`src/rtl/mem_pkg.sv`:
```
// Shared definitions for the memory access controller and the RAM it fronts.
package mem_pkg;

  localparam int MEM_BITS     = 32;
  localparam int MEM_RAMSIZE  = 512;
  localparam int MEM_CPU_ADDR = 32;

  typedef enum logic [2:0] {
    IDLE       = 3'd0,
    RD_ISSUE   = 3'd1,
    RD_CAPTURE = 3'd2,
    WR_ISSUE   = 3'd3,
    RESP       = 3'd4
  } state_e;

endpackage

```
`src/rtl/mem_ctrl_if.sv`:
```
// CPU-side request/response signals plus the RAM strobe/data bus of the controller.
interface mem_ctrl_if #(
  parameter int BITS     = mem_pkg::MEM_BITS,
  parameter int ADDR     = $clog2(mem_pkg::MEM_RAMSIZE),
  parameter int CPU_ADDR = mem_pkg::MEM_CPU_ADDR
);

  logic                req;
  logic                req_write;
  logic [CPU_ADDR-1:0] mar_in;
  logic [BITS-1:0]     mdr_in;
  logic                busy;
  logic                done;
  logic                err;
  logic [BITS-1:0]     mdr_out;
  logic                ram_read;
  logic                ram_write;
  logic [ADDR-1:0]     ram_address;
  logic [BITS-1:0]     ram_dataIn;
  logic [BITS-1:0]     ram_dataOut;

  // Environment side: the CPU datapath together with the RAM.
  modport master (
    output req, req_write, mar_in, mdr_in, ram_dataOut,
    input  busy, done, err, mdr_out, ram_read, ram_write, ram_address, ram_dataIn
  );

  modport slave (
    input  req, req_write, mar_in, mdr_in, ram_dataOut,
    output busy, done, err, mdr_out, ram_read, ram_write, ram_address, ram_dataIn
  );

endinterface

```
`src/rtl/mem_ctrl.sv`:
```
// Memory access controller: latches MAR/MDR on a request, sequences the RAM strobes
// and returns a one-cycle done (or err for out-of-range addresses).
module mem_ctrl #(
  parameter int BITS     = mem_pkg::MEM_BITS,
  parameter int RAMSIZE  = mem_pkg::MEM_RAMSIZE,
  parameter int ADDR     = $clog2(RAMSIZE),
  parameter int CPU_ADDR = mem_pkg::MEM_CPU_ADDR
) (
  input logic       clk,
  input logic       clr_n,
  mem_ctrl_if.slave bus
);
  import mem_pkg::*;

  state_e          state_q;
  logic [ADDR-1:0] mar_q;
  logic [BITS-1:0] mdr_q;
  logic            busy_q;
  logic            done_q;
  logic            err_q;
  logic            ram_read_q;
  logic            ram_write_q;
  logic            out_of_range_s;

  // Any set bit above the RAM address field means the word does not exist.
  assign out_of_range_s = (bus.mar_in[CPU_ADDR-1:ADDR] != {(CPU_ADDR-ADDR){1'b0}});

  assign bus.busy        = busy_q;
  assign bus.done        = done_q;
  assign bus.err         = err_q;
  assign bus.mdr_out     = mdr_q;
  assign bus.ram_read    = ram_read_q;
  assign bus.ram_write   = ram_write_q;
  assign bus.ram_address = mar_q;
  assign bus.ram_dataIn  = mdr_q;

  // Access sequencer; pulses and strobes default low so each lasts exactly one cycle.
  always_ff @(posedge clk) begin
    if (!clr_n) begin
      state_q     <= IDLE;
      mar_q       <= {ADDR{1'b0}};
      mdr_q       <= {BITS{1'b0}};
      busy_q      <= 1'b0;
      done_q      <= 1'b0;
      err_q       <= 1'b0;
      ram_read_q  <= 1'b0;
      ram_write_q <= 1'b0;
    end else begin
      done_q      <= 1'b0;
      err_q       <= 1'b0;
      ram_read_q  <= 1'b0;
      ram_write_q <= 1'b0;
      case (state_q)
        IDLE: begin
          if (bus.req) begin
            mar_q  <= bus.mar_in[ADDR-1:0];
            busy_q <= 1'b1;
            if (out_of_range_s) begin
              // Rejected requests leave the MDR untouched and never strobe the RAM.
              state_q <= RESP;
              err_q   <= 1'b1;
            end else if (bus.req_write) begin
              mdr_q       <= bus.mdr_in;
              state_q     <= WR_ISSUE;
              ram_write_q <= 1'b1;
            end else begin
              state_q    <= RD_ISSUE;
              ram_read_q <= 1'b1;
            end
          end else begin
            state_q <= IDLE;
            busy_q  <= 1'b0;
          end
        end
        RD_ISSUE: begin
          state_q <= RD_CAPTURE;
        end
        RD_CAPTURE: begin
          mdr_q   <= bus.ram_dataOut;
          state_q <= RESP;
          done_q  <= 1'b1;
        end
        WR_ISSUE: begin
          state_q <= RESP;
          done_q  <= 1'b1;
        end
        RESP: begin
          state_q <= IDLE;
          busy_q  <= 1'b0;
        end
        default: begin
          state_q <= IDLE;
          busy_q  <= 1'b0;
        end
      endcase
    end
  end

endmodule

```
`src/flat_wrapper.sv`:
```
// flat-port wrapper written by rule: the top's interface ports become plain ports
module mem_ctrl_flat import mem_pkg::*;
#(
  parameter int BITS     = mem_pkg::MEM_BITS,
  parameter int RAMSIZE  = mem_pkg::MEM_RAMSIZE,
  parameter int ADDR     = $clog2(RAMSIZE),
  parameter int CPU_ADDR = mem_pkg::MEM_CPU_ADDR
)
  (clk, clr_n, bus_req, bus_req_write, bus_mar_in, bus_mdr_in, bus_ram_dataOut, bus_busy, bus_done, bus_err, bus_mdr_out, bus_ram_read, bus_ram_write, bus_ram_address, bus_ram_dataIn);
  mem_ctrl_if #(.BITS(BITS), .ADDR(ADDR), .CPU_ADDR(CPU_ADDR)) bus_i ();
  input logic clk;
  input logic clr_n;
  input wire logic [$bits(bus_i.req)-1:0] bus_req;
  input wire logic [$bits(bus_i.req_write)-1:0] bus_req_write;
  input wire logic [$bits(bus_i.mar_in)-1:0] bus_mar_in;
  input wire logic [$bits(bus_i.mdr_in)-1:0] bus_mdr_in;
  input wire logic [$bits(bus_i.ram_dataOut)-1:0] bus_ram_dataOut;
  output wire logic [$bits(bus_i.busy)-1:0] bus_busy;
  output wire logic [$bits(bus_i.done)-1:0] bus_done;
  output wire logic [$bits(bus_i.err)-1:0] bus_err;
  output wire logic [$bits(bus_i.mdr_out)-1:0] bus_mdr_out;
  output wire logic [$bits(bus_i.ram_read)-1:0] bus_ram_read;
  output wire logic [$bits(bus_i.ram_write)-1:0] bus_ram_write;
  output wire logic [$bits(bus_i.ram_address)-1:0] bus_ram_address;
  output wire logic [$bits(bus_i.ram_dataIn)-1:0] bus_ram_dataIn;
  assign bus_i.req = bus_req;
  assign bus_i.req_write = bus_req_write;
  assign bus_i.mar_in = bus_mar_in;
  assign bus_i.mdr_in = bus_mdr_in;
  assign bus_i.ram_dataOut = bus_ram_dataOut;
  assign bus_busy = bus_i.busy;
  assign bus_done = bus_i.done;
  assign bus_err = bus_i.err;
  assign bus_mdr_out = bus_i.mdr_out;
  assign bus_ram_read = bus_i.ram_read;
  assign bus_ram_write = bus_i.ram_write;
  assign bus_ram_address = bus_i.ram_address;
  assign bus_ram_dataIn = bus_i.ram_dataIn;
  mem_ctrl #(.BITS(BITS), .RAMSIZE(RAMSIZE), .ADDR(ADDR), .CPU_ADDR(CPU_ADDR)) u_core (.clk(clk), .clr_n(clr_n), .bus(bus_i));
endmodule
```
`config.mk`:
```
export PLATFORM = sky130hd
export DESIGN_NAME = mem_ctrl_flat
export DESIGN_NICKNAME = d
export VERILOG_FILES = /design/src/rtl/mem_pkg.sv /design/src/rtl/mem_ctrl_if.sv /design/src/rtl/mem_ctrl.sv /design/src/flat_wrapper.sv
export SDC_FILE = /design/constraint.sdc
export NUM_CORES = 1
export LEC_CHECK = 0
export CELL_PAD_IN_SITES_DETAIL_PLACEMENT = 2
export CELL_PAD_IN_SITES_GLOBAL_PLACEMENT = 2
export CORE_ASPECT_RATIO = 1.25
export CORE_MARGIN = 2
export CORE_UTILIZATION = 20
export DETAILED_ROUTE_END_ITERATION = 8
export PLACE_DENSITY_LB_ADDON = 0.05
export SETUP_SLACK_MARGIN = 0.4
export SLEW_MARGIN = 5
export SYNTH_ARGS = -nofsm -noshare
export SYNTH_HDL_FRONTEND = slang
export SYNTH_SLANG_ARGS = --single-unit
export TNS_END_PERCENT = 100
```
`constraint.sdc`:
```
create_clock -name clk -period 4.1 [get_ports clk]
set_input_delay 0.615 -clock clk [delete_from_list [all_inputs] [get_ports clk]]
set_output_delay 0.615 -clock clk [all_outputs]
set_load 0.02 [all_outputs]
```
Word-level counts from Yosys, hierarchy flattened

Index checks and enable logic that the tools add are counted.

Register bits after elaboration: 49
Input bits: 100
Word-level logic and storage cells: 40

Equality and inequality tests: 6
Muxes and demuxes: 14
Bitwise logic cells: 3
Reductions and logical operators: 9

Operators by type and width:

| operator           | count |
|---|---|
| $mux 32            | 3 |
| $pmux 32 s2        | 1 |
| $reduce_bool 23->1 | 1 |
| $pmux 3 s3         | 1 |
| $eq 3x2->1 const B | 2 |
| $mux 3             | 2 |
| $ne 2x2->1 const B | 3 |
| $mux 1             | 5 |
| $reduce_and 4->1   | 1 |
| $reduce_or 4->1    | 1 |
| $eq 3x1->1 const B | 1 |
| $logic_not 3->1    | 1 |
| $not 1->1          | 3 |
| $reduce_and 3->1   | 1 |
| $reduce_or 3->1    | 1 |
| $mux 2             | 1 |
| $pmux 1 s2         | 1 |
| $reduce_and 2->1   | 1 |
| $reduce_bool 2->1  | 1 |
| $reduce_or 2->1    | 1 |

Logic depth before layout (Yosys ltp)

Gate-level depths: netlist (run 1).

Word-level depth: 4
Gate-level depth with buffers: 6
Depth with buffers taken out: 4

Worst setup path before layout (run 1)

No wires, ideal clock.

Kind: in2reg
Start point: input port bus_mar_in[25]
End point: register u_core.mdr_q[0], in the netlist u_core.bus.mdr_out[0]
Setup time: 122 ps
Arrival time: 1649 ps
Required time: 3978 ps
Setup slack: 2329 ps
Cell stages on the path: 6
Cell sequence: nor4_2 > nand4_2 > o21ba_1 > buf_6 > buf_12 > mux2i_1

Longest elaborated chain between the ends: 3

RTL lines:

| what                              | RTL line           | source |
|---|---|---|
| start: declaration                | flat_wrapper.sv:15 | `input wire logic [$bits(bus_i.mar_in)-1:0] bus_mar_in;` |
| $reduce_bool 23->1                | mem_ctrl.sv:26     | `assign out_of_range_s = (bus.mar_in[CPU_ADDR-1:ADDR] != {(CPU_ADDR-ADDR){1'b0}});` |
| $ne 2x2->1 (no source line)       | n/a                |  |
| $reduce_and 4->1 (no source line) | n/a                |  |
| end signal: assignment            | mem_ctrl.sv:42     | `mdr_q <= {BITS{1'b0}};` |
| end signal: assignment            | mem_ctrl.sv:63     | `mdr_q <= bus.mdr_in;` |
| end signal: assignment            | mem_ctrl.sv:79     | `mdr_q <= bus.ram_dataOut;` |
| end: declaration                  | mem_ctrl.sv:17     | `logic [BITS-1:0] mdr_q;` |

No other way between the ends.
A chain may end at the register's enable or synchronous reset.

Worst setup path after layout (run 1)

Start point: input port bus_mar_in[10]
End point: register u_core.mdr_q[18], in the netlist u_core.bus.mdr_out[18]

The elaborated chain is that of the path after synthesis.

==> results of run 1 <==
## per-stage QoR
stage                     area (um2)  util, %  cells  setup WS [ns]  total power (W)
after floorplan                 2601        -    286          2.329        0.0005438
after global placement          4220    33.18    583          1.584        0.0006600
after detailed placement        4220    33.18    583          1.554        0.0006623
after CTS                       4392    34.53    591          1.847         0.001157
after global routing            4392    34.53    591          1.706         0.001184
final                           4392    34.53    591          1.923         0.001129
## state kept, by name, summed over array words and instances, names as in the netlist
signal,flops
u_core.state_q,3
u_core.bus.err,1
u_core.bus.ram_write,1
u_core.bus.ram_address,9
u_core.bus.busy,1
u_core.bus.ram_read,1
u_core.bus.mdr_out,32
u_core.bus.done,1
## layer usage
metal  vias up  share of wire [%]  track usage [%]
li1       1226                  -                -
met1      1235                 36            12.78
met2        94                 55            25.73
met3         5                8.3            4.861
met4         0                1.0            3.070
met5         -                  0                0
## cell usage after synthesis (all sizes together)
library cell  instances  area (um2)
buf                  43       355.3
nor3                  2       10.01
o21a                  1       7.510
nand2b               33       206.5
and2                  2       12.51
inv                   1       3.750
nand4                 2       18.77
nor2                  7       26.28
o211ai               32       240.2
nor4                  6       56.31
nand2                52       195.2
clkbuf                8       30.03
nor4b                 1       23.77
nor3b                 2       15.01
o22ai                 1       6.260
mux2i                33       330.3
nand3                 1       5.000
o21ba                 1       10.01
a21boi                9       67.56
dfxtp                49       980.9
## final cells by class
cell class | instances | area share, %
clock buffers | 5 | 2.849
clock inverters | 3 | 1.054
inverters | 1 | 0.08547
multi-input cells | 185 | 28.15
flip-flops and latches | 49 | 22.34
well taps | 168 | 4.786
repair buffers | 180 | 40.74
## logic make-up after synthesis
family | synth area share, %
compound gates | 12.75
buf+inv | 14.96
flops | 37.71
mux | 12.70
simple gates | 21.89
## power by group
group	switching [W]	total, W	internal, W
clock network	0.000192	0.000481	0.000289
registers	0.00000394	0.000486	0.000482
logic	0.0000499	0.000162	0.000112
total	0.000246	0.00113	0.000883
## worst min path at each step
stage | from | to | slack [ns] | cells after the start
finish | u_core.bus.ram_address[1] | u_core.bus.ram_address[1] | 0.47 | 2
floorplan | u_core.state_q[1] | u_core.bus.done | 0.51 | 2
detailed placement | u_core.bus.ram_address[1] | u_core.bus.ram_address[1] | 0.47 | 2
global route | u_core.bus.ram_address[8] | u_core.bus.ram_address[8] | 0.51 | 2
global placement | u_core.bus.ram_address[5] | u_core.bus.ram_address[5] | 0.46 | 2
CTS | u_core.bus.ram_address[1] | u_core.bus.ram_address[1] | 0.48 | 2
## worst reg2reg max path, cell delays in order, from the launching register on
cell	delay [ns]
dfxtp_1	0.46
nor3b_2	0.21
buf_4	0.58
o21ba_2	0.26
buf_4	0.29
mux2i_1	0.22
==> key figures, run 1 <==
Status
  – Outcome: completed

Global route
  – Initial antenna violation count: 0
  – Largest net degree at the start of global routing: between 60 and 70
  – Global route overflow: 0
  – Via count of the first global-routing pass: approximately 2900
  – Gr usage total: 13.14%
  – First-pass GRT wire length: 14.63 mm

Clock tree
  – Sinks on the clock net: 49
  – Bufs on Longest Clock Path: 2
  – CTS tree: yes
  – Post-CTS Setup Bufs: 0
  – Number of CTS-inserted buffers: 5
  – CTS resizes: 0
  – Clk_lat worst skew: ~0.29 ns
  – Cts hold-fix bufs: 0
  – Clock Tree Root: clkbuf_16
  – CTS clk-pin slew, worst paths: 0.07 ns
  – H-tree lvl count: 2

Detailed routing
  – Final wirelength: 8.972 mm
  – Antenna viol nets, final: 0
  – Via Count: 2560
  – DR pass1 iterations: 4
  – Post-route DRC: 0
  – Post-DR wirelength/cell: about 15 um
  – Detailed Route Iter0 Violations: 36
  – Avg Vias per Cell: ~4.3

Worst setup path
  – Startpoint types: input port
  – Register-to-Register Path Depth: 5
  – Crit path largest cell delay: slightly above 0.4 ns
  – Critical path fanouts, max: 32
  – Worst r2r src: u_core.state_q[1]
  – Worst path depth: 6
  – Crit path buf inv count: 2
  – CP cell instances: clkdlybuf4s50_1 > nor4_2 > nand4_2 > o21ba_2 > buf_4 > mux2i_1
  – Critical path required time: between 4 and 5 ns
  – Worst setup path startpoint: bus_mar_in[10]
  – Crit end category: register
  – Reg2Reg Capture Point: u_core.bus.mdr_out[18]
  – Critical Path Sink: u_core.bus.mdr_out[18]
  – CP max-delay cell: clkdlybuf4s50_1
  – Worst path arrival time: approximately 2.3 ns
  – WS Path Type: input port to register
  – R2R setup slack: 1.96 ns
  – Delay-heaviest family, CP: buffers and inverters

STA
  – Final hold vios: 0
  – Final setup TNS: 0 ns
  – Min Tclk post-route: 2.177 ns
  – Crit share post-route: 53.10%
  – Hold_ws: 0.4709 ns
  – Measured slew at the worst slew-check pin: 0.9236 ns
  – Setup violators final: 0
  – Pins Over Slew Limit: 0
  – Worst relative slew slack: between 30% and 40%
  – RSZ-0062 raised after global routing: false
  – Post-Route Skew: 0.003529 ns
  – Top achievable clock speed: 459.3 MHz

Die
  – Initial Util: 20.45%
  – Row count: 46
  – Core area: around 13000 um2
  – I/O Pins: 178
  – Die Height: approximately 130 um
  – Die W: 106.0 um
  – Die Area: 13940 um2

Yosys
  – Synth Instances: between 200 and 300
  – #FFs+latches synth: 49
  – Number of distinct library cells after synthesis: 25
  – Sequential area share after synthesis: 37.71%
  – Syn Area/Cell: 9.095 um2
  – Post-Syn Area: 2601 um2
  – Ys Warns: 0
  – Syn_nets: 386

Worst hold path
  – Tightest Hold Check Type: register to register

Finish
  – Final #Nets: 522
  – Antenna fix cells: 0
  – Commonest non-fill, non-tap cell in the layout: clkdlybuf4s50_1
  – Fillers: around 1400
  – Area grow syn2layout: 68.83%
  – Most frequent cells in the layout: clkdlybuf4s50_1, nand2_1, dfxtp_1, nand2b_1, mux2i_1
  – Share of layout cells above drive strength 1: 4.492%
  – Multi-input gate area: 1236 um2
  – Sequential Area: ~980 um2

Power
  – Max IR drop VDD: between 0.00015 and 0.0002 V
  – Pwr dens: 257.1 nW/um2
  – Pleak: 1.660 nW

Run
  – Total of max-cap violations: 0

Place
  – IO buf count: 177
  – Sum of net half-perimeters after detailed placement: 6.840 mm
  – Placer Congestion: 0.6498
Power figures use the tool's default switching activity.
==> run 2, diff against run 1 <==
--- a/config.mk
+++ b/config.mk
@@ -9,7 +9,7 @@
 export CELL_PAD_IN_SITES_GLOBAL_PLACEMENT = 2
 export CORE_ASPECT_RATIO = 1.25
 export CORE_MARGIN = 2
-export CORE_UTILIZATION = 20
+export CORE_UTILIZATION = 17
 export DETAILED_ROUTE_END_ITERATION = 8
 export PLACE_DENSITY_LB_ADDON = 0.05
 export SETUP_SLACK_MARGIN = 0.4
==> constraint.sdc (replaced) <==
create_clock -name clk -period 1.95 [get_ports clk]
set_input_delay 0.2925 -clock clk [delete_from_list [all_inputs] [get_ports clk]]
set_output_delay 0.2925 -clock clk [all_outputs]
set_load 0.02 [all_outputs]
==> run 2 against run 1 <==
  * Final area rose by 5.4%
  * Final cell count up 5.4%
  * Sequential cell count stayed put
  * Utilization is 3.6 points lower
  * Die area rose by 17%
  * Critical path type is now register to output port
  * Register-to-register slack worse by 1.5 ns
  * Critical path depth is 5 lower
  * Worst setup slack lost 1.5 ns
  * Non-clock buffer count grew 18
  * Combinational power up 110%
==> key figures, run 2 (synthesis gave the netlist of run 1 again) <==
Finish
  – Final #Nets: 540 (+3.4%)
  – Final std cells w/o fill: 623 (+5.4%)
  – Commonest non-fill, non-tap cell in the layout: dlygate4sd2_1
  – Final Util: 30.97% (-3.6 points)
  – Share of layout cells above drive strength 1: 10.43% (+5.9 points)
  – Antenna fix cells: 0 (unchanged)
  – Area grow syn2layout: 78.02%
  – Number of flip-flops under the largest register name: 32 (unchanged)
  – Most frequent cells in the layout: dlygate4sd2_1, clkdlybuf4s50_1, nand2_1, dfxtp_1, nand2b_1
  – Final instance area: 4631 um2 (+5.4%)

Die
  – Die Area: 16310 um2 (+17%)
  – Die W: 114.6 um (+8.1%)
  – Initial Util: 17.40% (-3.1 points)
  – I/O Pins: 178 (unchanged)
  – Die Height: 142.3 um (+8.2%)
  – Core area: 14950 um2 (+18%)
  – Row count: 50 (+8.7%)

Clock tree
  – Number of CTS-inserted buffers: 5 (unchanged)
  – Bufs on Longest Clock Path: 2 (unchanged)
  – CTS tree: yes
  – CTS clk-pin slew, worst paths: 0.07 ns (about the same)
  – Clk_lat worst skew: 0.29 ns (about the same)
  – H-tree lvl count: 2 (unchanged)
  – Sinks on the clock net: 49 (unchanged)
  – Clock Tree Root: clkbuf_16
  – Cts hold-fix bufs: 0 (unchanged)

Worst setup path
  – Startpoint types: register
  – CP cell instances: clkdlybuf4s50_1
  – Register-to-Register Path Depth: 5 (unchanged)
  – CP max-delay cell: clkdlybuf4s50_1
  – WS Path Type: register to output port
  – Crit path largest cell delay: 0.63 ns (+0.22 ns)
  – Crit path buf inv count: 1 (-1)
  – Worst path depth: 1 (-5)
  – Delay-heaviest family, CP: buffers and inverters
  – Crit end category: output port
  – Critical path fanouts, max: 1 (-97%)
  – Worst path arrival time: 1.22 ns (-1.11 ns)
  – Critical path required time: 1.66 ns (-2.59 ns)

Detailed routing
  – Highest routed metal layer: met4
  – DR WL met3: 692 um (-7.4%)
  – Via Count: 2628 (+2.7%)
  – Detailed Route Iter0 Violations: 60 (+67%)
  – DR pass1 iterations: 4 (unchanged)
  – Avg Vias per Cell: 4.218 (-2.6%)
  – Final wirelength: 9.893 mm (+10%)
  – WL met1: 3.526 mm (+9.6%)
  – Antenna viol nets, final: 0 (unchanged)
  – Post-route DRC: 0 (unchanged)
  – Post-DR wirelength/cell: 15.88 um (+4.6%)
  – Met2 Wirelength: 5.563 mm (+13%)

STA
  – Hold_ws: 0.2587 ns (-0.2122 ns)
  – Min Tclk post-route: between 1.5 and 2 ns
  – Post-Route Skew: 0.005161 ns (+0.001631 ns)
  – Top achievable clock speed: 659.8 MHz
  – RSZ-0062 raised after global routing: true
  – Final hold vios: 0 (unchanged)
  – Crit share post-route: just under 80%
  – Measured slew at the worst slew-check pin: 0.4010 ns (-0.5226 ns)
  – Setup violators final: 0 (unchanged)
  – Worst relative slew slack: 73.19% (+35 points)
  – Pins Over Slew Limit: 0 (unchanged)

Place
  – IO buf count: 177 (unchanged)
  – Sum of net half-perimeters after detailed placement: 7.479 mm (+9.4%)
  – Placed Instances: 606 (+3.9%)
  – Placer Congestion: 0.6588 (+1.4%)
  – Area post-placement: 4343 um2 (+2.9%)

Status
  – Outcome: completed

Global route
  – Gr usage total: 11.95% (-1.2 points)
  – Global route overflow: 0 (unchanged)
  – First-pass GRT wire length: 14.92 mm (+2.0%)
  – Largest net degree at the start of global routing: 69 (+4.5%)
  – Initial antenna violation count: 0 (unchanged)
  – Via count of the first global-routing pass: 2785 (-3.9%)

Power
  – Pleak: 2.315 nW (+39%)
  – Max IR drop VDD: 0.0003032 V (+87%)
  – Pwr dens: 492.9 nW/um2 (+92%)

Worst hold path
  – WHS Path Cells: 2 (unchanged)
  – Tightest Hold Check Type: input port to register

Run
  – Total of max-cap violations: 0 (unchanged)
[run 2: layer usage]
metal  up-vias  global-route usage (%)
li1       1256                       -
met1      1272                   12.13
met2        94                   23.42
met3         6                   3.322
met4         0                   3.273
met5         -                       0
[run 2: path summary, 6_finish.rpt]
path                              from                   endpoint  slack [ns]
min reg2reg  u_core.bus.ram_address[3]  u_core.bus.ram_address[3]        0.46
max                u_core.bus.ram_read               bus_ram_read        0.43
max reg2reg          u_core.state_q[1]     u_core.bus.mdr_out[10]        0.46
min                      bus_req_write        u_core.bus.ram_read        0.26
[run 2: layout make-up]
cell class,count,area (um2)
sequential,49,987.2
multi-input combinational,185,1294
timing repair buffer,198,1961
clock inverter,1,5.005
tap,182,227.7
fill,1697,10320
clock buffer,7,152.6
inverter,1,3.754
[run 2: repair_timing]
action                                  CTS  global route
buffers inserted                          2             4
gates resized for setup                  99            26
hold endpoints to repair                  0             0
pin swaps                                 8             9
cloned                                    3             0
endpoints found under the setup margin  105            41
[run 2: worst register-to-register path: stages (launching register included)]
cell and delay (ns):
dfxtp_4 0.35, nor3b_4 0.15, buf_4 0.15, o21ba_4 0.36
buf_12 0.19, mux2i_2 0.22
[run 2: stage by stage]
stage / setup WS, ns / power, W / setup TNS, ns
6_report: 0.4345 / 0.002282 / 0
5_1_grt: 0.3898 / 0.002409 / 0
4_1_cts: 0.3990 / 0.002343 / 0
3_5_place_dp: -0.1050 / 0.001405 / -2.485
3_3_place_gp: -0.06803 / 0.001400 / -1.760
2_1_floorplan: 0.5014 / 0.001143 / 0
[run 2: where the power goes]
part,switching (W),internal (W)
Clock,0.000374,0.000544
Combinational,0.000117,0.000226
Sequential,0.00000814,0.00101
==> run 3, diff against run 2 <==
==> constraint.sdc (replaced) <==
create_clock -name clk -period 1.3 [get_ports clk]
set_input_delay 0.195 -clock clk [delete_from_list [all_inputs] [get_ports clk]]
set_output_delay 0.195 -clock clk [all_outputs]
set_load 0.02 [all_outputs]
==> run 3 against run 2 <==
  * The run now ends with negative setup slack left
  * Worst setup slack got worse by 0.52 ns
  * Critical path depth is 4 higher
  * First-iteration DRC count increased by 12%
  * Wire length up 4.7%
  * Clock power grew 86%
  * Final cell count grew 1.9%
  * Largest cell class unchanged
==> key figures, run 3 (synthesis gave the netlist of run 1 again) <==
Status
  – Outcome: finished, violations left
  – Failing checks: negative setup slack

Worst setup path
  – Crit end category: register
  – Critical path required time: 1.51 ns (-0.15 ns)
  – WS Path Type: register to register
  – R2R setup slack: -0.09 ns (-0.55 ns)
  – Worst r2r src: u_core.state_q[1]
  – Startpoint types: register
  – Critical path fanouts, max: 10 (+9)
  – Worst path arrival time: 1.60 ns (+0.38 ns)
  – Register-to-Register Path Depth: 5 (unchanged)
  – Worst setup path startpoint: u_core.state_q[1]
  – Reg2Reg Capture Point: u_core.bus.mdr_out[5]

Die
  – Row count: 50 (unchanged)
  – I/O Pins: 178 (unchanged)
  – Core area: 14950 um2 (unchanged)
  – Die Height: 142.3 um (unchanged)
  – Die W: 114.6 um (unchanged)
  – Initial Util: 17.40% (unchanged)
  – Die Area: 16310 um2 (unchanged)

Detailed routing
  – Post-route DRC: 0 (unchanged)
  – Via Count: 2668 (+1.5%)
  – DR WL met3: 659 um (-4.8%)
  – Final wirelength: 10.36 mm (+4.7%)
  – DR pass1 iterations: 3 (-1)
  – Detailed Route Iter0 Violations: 67 (+12%)
  – Avg Vias per Cell: 4.202 (-0.40%)
  – Highest routed metal layer: met4
  – Post-DR wirelength/cell: 16.32 um (+2.8%)
  – Antenna viol nets, final: 0 (unchanged)
  – WL met1: 3.871 mm (+9.8%)
  – Met2 Wirelength: 5.713 mm (+2.7%)

Finish
  – Number of flip-flops under the largest register name: 32 (unchanged)
  – Share of layout cells above drive strength 1: 48.34% (+38 points)
  – Antenna fix cells: 0 (unchanged)
  – Most frequent cells in the layout: buf_6, clkdlybuf4s50_1, nand2_1, mux2i_1
  – Final instance area: 5160 um2 (+11%)
  – Final #Nets: 552 (+2.2%)
  – Area grow syn2layout: 98.36%
  – Final Util: 34.51% (+3.5 points)
  – Commonest non-fill, non-tap cell in the layout: buf_6
  – Final std cells w/o fill: 635 (+1.9%)

Global route
  – Via count of the first global-routing pass: 2936 (+5.4%)
  – Global route overflow: 0 (unchanged)
  – First-pass GRT wire length: 15.75 mm (+5.5%)
  – Gr usage total: 12.61% (+0.66 points)
  – Largest net degree at the start of global routing: 36 (-48%)
  – Initial antenna violation count: 0 (unchanged)

Worst hold path
  – Tightest Hold Check Type: input port to register
  – Hold Path Sink: u_core.bus.ram_read
  – WHS Path Cells: 3 (+1)
  – HP Start: clr_n

STA
  – Post-Route Skew: 0.008753 ns (+0.003593 ns)
  – Pins Over Slew Limit: 0 (unchanged)
  – RSZ-0062 raised after global routing: true
  – Final hold vios: 0 (unchanged)
  – Measured slew at the worst slew-check pin: 0.2937 ns (-0.1073 ns)
  – Min Tclk post-route: 1.389 ns
  – Crit share post-route: 106.8%
  – Worst relative slew slack: 80.35% (+7.2 points)
  – Top achievable clock speed: about 720 MHz
  – PnR worst setup slack: -0.08877 ns (-0.5232 ns)
  – Setup violators final: 33 (+33)
  – Hold_ws: 0.2782 ns (+0.01949 ns)

Place
  – Sum of net half-perimeters after detailed placement: 7.485 mm (about the same)
  – Placed Instances: 611 (+0.83%)
  – Pre-CTS setup slack: -0.5359 ns (-0.4308 ns)
  – Area post-placement: 4453 um2 (+2.5%)
  – IO buf count: 177 (unchanged)
  – Placer Congestion: 0.6932 (+5.2%)

Power
  – Internal: 0.002978 W (+67%)
  – Pleak: 2.194 nW (-5.2%)
  – Gate power share: 15.7% (+0.7 points)
  – Max IR drop VDD: 0.0005296 V (+75%)
  – Reg power frac: 39.5% (-5.3 points)
  – Clock Power Share: 44.9% (+4.7 points)
  – Pwr dens: 737.4 nW/um2 (+50%)
  – Sw Ratio: 21.73% (-0.14 points)
  – Sw Pwr: 0.0008267 W (+66%)

Clock tree
  – CTS clk-pin slew, worst paths: 0.07 ns (about the same)
  – Bufs on Longest Clock Path: 2 (unchanged)
  – Number of CTS-inserted buffers: 5 (unchanged)
  – Sinks on the clock net: 49 (unchanged)
  – Clk_lat worst skew: 0.30 ns (about the same)
  – Cts hold-fix bufs: 0 (unchanged)
  – Clock Tree Root: clkbuf_16
  – H-tree lvl count: 2 (unchanged)
  – CTS tree: yes

Run
  – Total of max-cap violations: 0 (unchanged)
-- run 3: cell count changes in the layout (fill, tap and decap cells not counted), sizes merged --
cell,before,now
buf,22,121
dlygate4sd2,81,9
dlymetal6s2s,13,0
clkdlybuf4s15,6,3
bufinv,0,2
clkdlybuf4s50,76,74
clkbuf,7,8
-- run 3: final cells by class --
class                   count  area (um2)
multi-input cells         185        1416
fillers                  1648        9792
flip-flops and latches     49        1090
clock inverters             3       65.06
repair buffers            210        2232
clock buffers               5       125.1
well taps                 182       227.7
inverters                   1       3.754
-- run 3: worst max path at each step --
stage	end	slack [ns]	cells past startpoint
2_1_floorplan	u_core.bus.mdr_out[0]	-0.02	6
3_3_place_gp	u_core.bus.mdr_out[20]	-0.49	6
3_5_place_dp	u_core.bus.mdr_out[20]	-0.54	6
4_1_cts	u_core.bus.mdr_out[20]	-0.11	5
5_1_grt	u_core.bus.mdr_out[5]	-0.17	5
6_report	u_core.bus.mdr_out[5]	-0.09	5
-- run 3: routing by layer --
metal / up-vias / GRT usage [%]
met5: - / 0
li1: 1285 / -
met1: 1281 / 13.60
met3: 6 / 3.578
met2: 96 / 23.79
met4: 0 / 3.273
-- run 3: stage by stage --
step                total power (W)  TNS [ns]
floorplan                  0.001721   -0.4821
global placement           0.002132    -19.05
detailed placement         0.002138    -20.08
CTS                        0.003889    -2.400
global route               0.004018    -4.936
finish                     0.003805    -1.927
-- run 3: power groups by stage --
stage               sequential (W)  clock (W)  combinational [W]
finish                     0.00150    0.00171           0.000596
floorplan                  0.00159          0           0.000130
detailed placement         0.00157          0           0.000571
global placement           0.00157          0           0.000565
CTS                        0.00153    0.00178           0.000578
global route               0.00150    0.00187           0.000642
-- run 3: critical path, cell delays in order (launching register included) --
cell and delay (ns):
dfxtp_2 0.32, nor3b_4 0.15, buf_6 0.13, o21ba_4 0.34, buf_16 0.18, mux2i_1 0.20
-- run 3: what timing repair did --
item / CTS / global route
setup endpoints to repair: 127 / 127
setup buffers: 9 / 3
pin swaps: 15 / 6
resized for setup: 603 / 46
gates cloned: 3 / 1
